[src/rtl/ulpi_pkg.sv]
// Shared ULPI definitions: register map, TX CMD codes, reset values, RX events
// and the PHY-side FSM encoding. Used by both the PHY model and the link side.
package ulpi_pkg;

    localparam int ULPI_DATA_W = 8;

    localparam logic [1:0] CMD_REGW = 2'b10;
    localparam logic [1:0] CMD_REGR = 2'b11;

    localparam logic [5:0] REG_VID_LO     = 6'h00;
    localparam logic [5:0] REG_VID_HI     = 6'h01;
    localparam logic [5:0] REG_PID_LO     = 6'h02;
    localparam logic [5:0] REG_PID_HI     = 6'h03;
    localparam logic [5:0] REG_FUNC_CTRL  = 6'h04;
    localparam logic [5:0] REG_FUNC_SET   = 6'h05;
    localparam logic [5:0] REG_FUNC_CLR   = 6'h06;
    localparam logic [5:0] REG_INTF_CTRL  = 6'h07;
    localparam logic [5:0] REG_INTF_SET   = 6'h08;
    localparam logic [5:0] REG_INTF_CLR   = 6'h09;
    localparam logic [5:0] REG_OTG_CTRL   = 6'h0A;
    localparam logic [5:0] REG_OTG_SET    = 6'h0B;
    localparam logic [5:0] REG_OTG_CLR    = 6'h0C;
    localparam logic [5:0] REG_SCRATCH    = 6'h16;
    localparam logic [5:0] REG_SCRATCH_SET = 6'h17;
    localparam logic [5:0] REG_SCRATCH_CLR = 6'h18;

    localparam logic [7:0] FUNC_CTRL_RST = 8'h41;
    localparam logic [7:0] INTF_CTRL_RST = 8'h00;
    localparam logic [7:0] OTG_CTRL_RST  = 8'h06;
    localparam logic [7:0] SCRATCH_RST   = 8'h00;

    localparam int FUNC_RESET_BIT = 5;

    localparam logic [1:0] RXEV_NONE      = 2'b00;
    localparam logic [1:0] RXEV_ACTIVE    = 2'b01;
    localparam logic [1:0] RXEV_HOST_DISC = 2'b10;
    localparam logic [1:0] RXEV_ERROR     = 2'b11;

    typedef enum logic [3:0] {
        ST_IDLE,
        ST_ACK,
        ST_WR_DATA,
        ST_WR_STP,
        ST_RD_TURN,
        ST_RD_DATA,
        ST_RD_BACK,
        ST_RX_TURN,
        ST_RX_DATA,
        ST_RX_BACK
    } phy_state_t;

endpackage

[src/rtl/ulpi_phy_regfile.sv]
// ULPI PHY register subset: write/set/clear aliases, read mux and the
// self-clearing Reset bit of Function Control.
module ulpi_phy_regfile
    import ulpi_pkg::*;
#(
    parameter logic [15:0] VENDOR_ID  = 16'h0424,
    parameter logic [15:0] PRODUCT_ID = 16'h0009
) (
    input  logic       ulpi_clk,
    input  logic       ulpi_rst_n,
    input  logic [5:0] addr,
    input  logic       wr_en,
    input  logic [7:0] wr_data,
    output logic [7:0] rd_data,
    output logic [7:0] func_ctrl,
    output logic [7:0] intf_ctrl,
    output logic [7:0] otg_ctrl
);

    logic [7:0] scratch;

    always_ff @(posedge ulpi_clk or negedge ulpi_rst_n) begin
        if (!ulpi_rst_n) begin
            func_ctrl <= FUNC_CTRL_RST;
            intf_ctrl <= INTF_CTRL_RST;
            otg_ctrl  <= OTG_CTRL_RST;
            scratch   <= SCRATCH_RST;
        end else begin
            // Reset bit drops the cycle after it was committed; a commit in
            // this same cycle overrides it below.
            if (func_ctrl[FUNC_RESET_BIT])
                func_ctrl[FUNC_RESET_BIT] <= 1'b0;
            if (wr_en) begin
                case (addr)
                    REG_FUNC_CTRL:   func_ctrl <= wr_data;
                    REG_FUNC_SET:    func_ctrl <= func_ctrl | wr_data;
                    REG_FUNC_CLR:    func_ctrl <= func_ctrl & ~wr_data;
                    REG_INTF_CTRL:   intf_ctrl <= wr_data;
                    REG_INTF_SET:    intf_ctrl <= intf_ctrl | wr_data;
                    REG_INTF_CLR:    intf_ctrl <= intf_ctrl & ~wr_data;
                    REG_OTG_CTRL:    otg_ctrl  <= wr_data;
                    REG_OTG_SET:     otg_ctrl  <= otg_ctrl | wr_data;
                    REG_OTG_CLR:     otg_ctrl  <= otg_ctrl & ~wr_data;
                    REG_SCRATCH:     scratch   <= wr_data;
                    REG_SCRATCH_SET: scratch   <= scratch | wr_data;
                    REG_SCRATCH_CLR: scratch   <= scratch & ~wr_data;
                    default: ;
                endcase
            end
        end
    end

    always_comb begin
        rd_data = 8'h00;
        case (addr)
            REG_VID_LO: rd_data = VENDOR_ID[7:0];
            REG_VID_HI: rd_data = VENDOR_ID[15:8];
            REG_PID_LO: rd_data = PRODUCT_ID[7:0];
            REG_PID_HI: rd_data = PRODUCT_ID[15:8];
            REG_FUNC_CTRL, REG_FUNC_SET, REG_FUNC_CLR:       rd_data = func_ctrl;
            REG_INTF_CTRL, REG_INTF_SET, REG_INTF_CLR:       rd_data = intf_ctrl;
            REG_OTG_CTRL, REG_OTG_SET, REG_OTG_CLR:          rd_data = otg_ctrl;
            REG_SCRATCH, REG_SCRATCH_SET, REG_SCRATCH_CLR:   rd_data = scratch;
            default: rd_data = 8'h00;
        endcase
    end

endmodule

[config.mk]
export PLATFORM = sky130hd
export DESIGN_NAME = ulpi_phy_regfile
export DESIGN_NICKNAME = d
export VERILOG_FILES = /design/src/rtl/ulpi_pkg.sv /design/src/rtl/ulpi_phy_regfile.sv
export SDC_FILE = /design/constraint.sdc
export NUM_CORES = 1
export LEC_CHECK = 0
export CAP_MARGIN = 20
export CORE_MARGIN = 2
export CORE_UTILIZATION = 45
export CTS_BUF_LIST = sky130_fd_sc_hd__clkbuf_4 sky130_fd_sc_hd__clkbuf_8
export CTS_CLUSTER_SIZE = 10
export DETAILED_ROUTE_END_ITERATION = 8
export HOLD_SLACK_MARGIN = 0.08
export PLACE_DENSITY = 0.75
export SETUP_SLACK_MARGIN = 0.02
export SLEW_MARGIN = 40
export SYNTH_ARGS = -nofsm -noshare
export SYNTH_HDL_FRONTEND = slang
export SYNTH_SLANG_ARGS = --single-unit
[constraint.sdc]
create_clock -name ulpi_clk -period 2.1 [get_ports ulpi_clk]
set_clock_uncertainty 0.05 [all_clocks]
set_input_delay 0.21 -clock ulpi_clk [delete_from_list [all_inputs] [get_ports ulpi_clk]]
set_output_delay 0.21 -clock ulpi_clk [all_outputs]
set_load 0.005 [all_outputs]
Word level (Yosys, flattened, before mapping) --
Cells that the tools add are included.
Storage, ports and cells: input port bits 17, flip-flop bits (word level) 32, output and inout port bits 32
Cells by class: reductions and logical operators 13, mux-type cells 6, bitwise operators 9, eq/ne operators 14
Operator list (number):
- 8-bit one-hot mux with 3 select lines | 4
- 8-bit one-hot mux with 7 select lines | 1
- 8-bit AND | 4
- 8-bit OR | 4
- 6-bit by 4-bit equality test with 1-bit output (second input constant) | 5
- 6-bit by 3-bit equality test with 1-bit output (second input constant) | 4
- 6-bit by 5-bit equality test with 1-bit output (second input constant) | 3
- 3-bit nonzero test | 4
- 3-bit OR reduction | 4
- 8-bit inverter | 1
- 2-bit AND reduction | 4
- 6-bit by 1-bit equality test with 1-bit output (second input constant) | 1
- 6-bit by 2-bit equality test with 1-bit output (second input constant) | 1
- 6-bit zero test | 1
- 6-bit 2-to-1 mux | 1

Longest topological paths before layout --
word-level depth 4, gate-level depth with buffers 7

Worst setup path after synthesis --
OpenSTA, ideal clock, no wires.
kind input -> register, from in addr[2], to reg scratch[4], required time 1.929 ns, setup time 0.121 ns, path slack 0.452 ns, arrival time 1.477 ns, cell stages on the path 6, path through buf_2 > or4b_4 > a21oi_4 > buf_6 > o311ai_1 > a22o_1
Between the ends: cells in the longest elaborated chain, start to end 3
Ends and longest elaborated chain:
- start, declared | RTL line ulpi_phy_regfile.sv:11 | input logic [5:0] addr,
- 6-bit by 5-bit equality test with 1-bit output | RTL line ulpi_phy_regfile.sv:34 | case (addr)
- 3-bit nonzero test (no line)
- 2-bit AND reduction (no line)
- end signal, assigned | RTL line ulpi_phy_regfile.sv:44 | REG_SCRATCH: scratch <= wr_data;
- end signal, assigned | RTL line ulpi_phy_regfile.sv:45 | REG_SCRATCH_SET: scratch <= scratch | wr_data;
- end signal, assigned | RTL line ulpi_phy_regfile.sv:46 | REG_SCRATCH_CLR: scratch <= scratch & ~wr_data;
- end, declared | RTL line ulpi_phy_regfile.sv:20 | logic [7:0] scratch;
Parallel ways exist; a longest one is shown, timed or not. A chain may end at the register's enable or synchronous reset.

Worst setup path after layout --
from in addr[1], to out rd_data[3]
Between the ends: cells in the longest elaborated chain, start to end 3
Ends and longest elaborated chain:
- 6-bit by 5-bit equality test with 1-bit output, or another cell as far along | RTL line ulpi_phy_regfile.sv:55 | case (addr)
- 3-bit OR reduction | RTL line ulpi_phy_regfile.sv:55
- 8-bit one-hot mux with 7 select lines (*) | RTL line ulpi_phy_regfile.sv:55
- end, declared | RTL line ulpi_phy_regfile.sv:14 | output logic [7:0] rd_data,
Every way passes the cells marked *; elsewhere a longest branch is shown, timed or not.

==> flow_summary.toml <==
[outcome]
status = "finished, final reports clean"

[synth]
synth.area.top_cells = "dfrtp_1, a22o_1, dfstp_2"
synth_top_area_share_pct = 36.99
synth_nets = 195
yosys_warnings = 0
ys_seq_elements = 32
netlist_area_um2 = 1894
yosys.area.top_type = "dfrtp_1"
synth_edf_count = 0
synth.most_common_cell = "dfrtp_1"
syn_inst = 178
ys_async_sr_fraction_pct = 100.0
synth.distinct_cells = 42
ys_seq_area_share_pct = 42.54
ys.flop_type = "dfrtp_1"
synth_common_cells = "dfrtp_1, a22o_1, nand2_1"
synth.avg_cell_area_um2 = 10.64

[setup_path]
slowest_stage = "a221oi_2"
r2r-start = "otg_ctrl[0]"
reg2reg_depth = 2
worstSetupStartpoint = "addr[1]"
cp_common_cell = "buf_4"
arrival_ns = 1.76
reg2reg_setup_slack_ns = 1.05
setup.worst_path.end_class = "output pin"
path_buf_inv = 6
critPathKind = "in -> out"
cp_max_fo = 5
crit_chain = "buf_2 -> buf_4 -> buf_4 -> nand3b_1 -> a21oi_4 -> buf_12 -> buf_4 -> a221oi_2 -> nand2_1 -> dlygate4sd2_1"
crit_family = "buffers and inverters"
r2r_end = "otg_ctrl[0]"
startpoint_type = "input pin"
critical_path.max_stage_delay_ns = 0.29
path_depth = 10
crit_path_end = "rd_data[3]"
required_ns = 1.84

[clock_network]
cts_num_sinks = 32
cts_hold_buf = 0
clock-root-buffer = "clkbuf_8"
htreeDepth = 2
cts.clk_slew.worst_paths_ns = 0.06
cts_buffer_depth = 2
cts_tree = "yes"
cts_buffers = 5
clk_latency_ns = 0.29

[routing]
drt_wl_total_um = 6359
drc_errors = 0
vias = 2020
drt.antenna.violating_nets = 0
first_pass_iters = 5
wl_per_cell_um = 20.00
viasPerCell = 6.352
drt_iter0_markers = 322

[timing]
fin_ws_ns = 0.08081
setup_viol = 0
hold_ws_ns = 0.2712
rsz0062_at_grt = "false"
tightest_slew_ns = 0.4167
fin_crit_ns = 2.019
final.period_utilization_pct = 96.15
finalMaxSlewViolations = 0
max_slew_margin_pct = 72.22
fin_tns_setup_ns = 0
hold_viol = 0
max_freq_mhz = 495.2

[die]
coreArea_um2 = 4029
dieArea_um2 = 4744
die_h_um = 68.88
initial_core_util_pct = 47.02
die_w_um = 68.88
ios = 49
num_rows = 23

[cells_and_area]
diodes = 0
syn2layout_area_growth_pct = 48.68
layout.cells.non_filler = 318
nNetsFinal = 284
drive_above_1_share_pct = 29.10

[pwr]
cellPowerDensity_nw_per_um2 = 745.8
switching_share_pct = 30.10
vdd_drop_max_mv = 0.5522
power_frac_clock_pct = 23.1
p_int_mw = 1.468
power_mw = 2.100
p_leak_nw = 1.288
power_frac_comb_pct = 31.9
p_switching_uw = 632.3
seqPwrFrac_pct = 45.0

[global_routing]
grt_pass1_wl_um = 9894
grt_overflow = 0
grt_max_degree = 33
antenna_found_initial = 0
grt_pass1_vias = 2060
grt_use_total_pct = 28.75

[placed_design]
preCtsSetupSlack_ns = -0.5181
dpl.hpwl_um = 4389
place_congestion = 0.8870
dp.cells = 300
port_buffers = 48

[run]
maxCapViolCount = 0

[hold_path]
hold_class = "in -> async"
==> timing repair <==
item                                    CTS  global route
gates resized for setup                  31             3
cloned                                    1             0
buffers inserted                          7             2
pin swaps                                 4             2
endpoints found under the setup margin    8             4
endpoints found under the hold margin     0             0
==> power by group through the flow <==
stage | combinational (mW) | sequential [mW] | clock [mW]
after global placement | 0.655 | 0.932 | 0
after CTS | 0.674 | 0.938 | 0.486
after detailed placement | 0.669 | 0.947 | 0
after floorplan | 0.243 | 0.922 | 0
final | 0.670 | 0.944 | 0.486
after global routing | 0.732 | 0.960 | 0.519
==> cell usage in the layout, fill, tap and decap left out, drive strengths merged, types with 3 or more instances in the layout <==
cell	count
mux2i	7
nand2	17
a22o	16
o211ai	8
o21ai	4
clkdlybuf4s50	34
or3b	3
dfstp	4
and4b	7
buf	49
nor3	3
a221o	8
o311ai	8
a21oi	13
a22oi	11
clkbuf	8
dlygate4sd2	7
inv	4
dfrtp	28
==> kinds of logic after synthesis <==
family	count (synthesis)	synth area share, %
AOI/OAI and AO/OA	74	31.24
and+or+nand+nor	49	17.77
DFF	32	42.54
buffers and inverters	16	4.755
muxes	7	3.699
==> flip-flops by register name (all words and copies together), names as in the netlist <==
name       cells
func_ctrl      8
scratch        8
intf_ctrl      8
otg_ctrl       8
==> area by class of cell <==
cell class	instances	area [µm²]
timing repair buffer	94	832.0
tap	50	62.56
sequential	32	805.8
fill	307	1212
multi-input combinational	130	1012
clock buffer	7	83.83
inverter	4	15.01
clock inverter	1	5.005
==> per-layer routing <==
| metal | global-route usage (%) | vias to the layer above | share of wire (%) | wire length (µm) |
|---|---|---|---|---|
| li1 | - | 895 | - | - |
| met1 | 35.28 | 967 | 40 | 2527 |
| met2 | 45.91 | 130 | 48 | 3071 |
| met3 | 9.091 | 28 | 9.1 | 577 |
| met4 | 13.48 | 0 | 2.9 | 182 |
| met5 | 0 | - | 0 | 0 |
==> worst min-delay path by stage <==
stage / start / to / slack [ns] / depth (start not counted)
2_1_floorplan: ulpi_rst_n / func_ctrl[1] / -0.14 / 0
3_3_place_gp: scratch[0] / scratch[0] / 0.43 / 1
5_1_grt: ulpi_rst_n / otg_ctrl[0] / 0.31 / 2
6_report: ulpi_rst_n / intf_ctrl[3] / 0.27 / 2
3_5_place_dp: scratch[7] / scratch[7] / 0.44 / 1
4_1_cts: ulpi_rst_n / otg_ctrl[4] / 0.29 / 2
==> through the flow <==
| stage | cell area (µm²) | utilization, % |
|---|---|---|
| 2_1_floorplan | 1894 | - |
| 6_report | 2816 | 69.91 |
| 4_1_cts | 2806 | 69.66 |
| 3_5_place_dp | 2645 | 65.65 |
| 5_1_grt | 2816 | 69.91 |
| 3_3_place_gp | 2645 | 65.65 |
(Power assumes the default switching activity.)
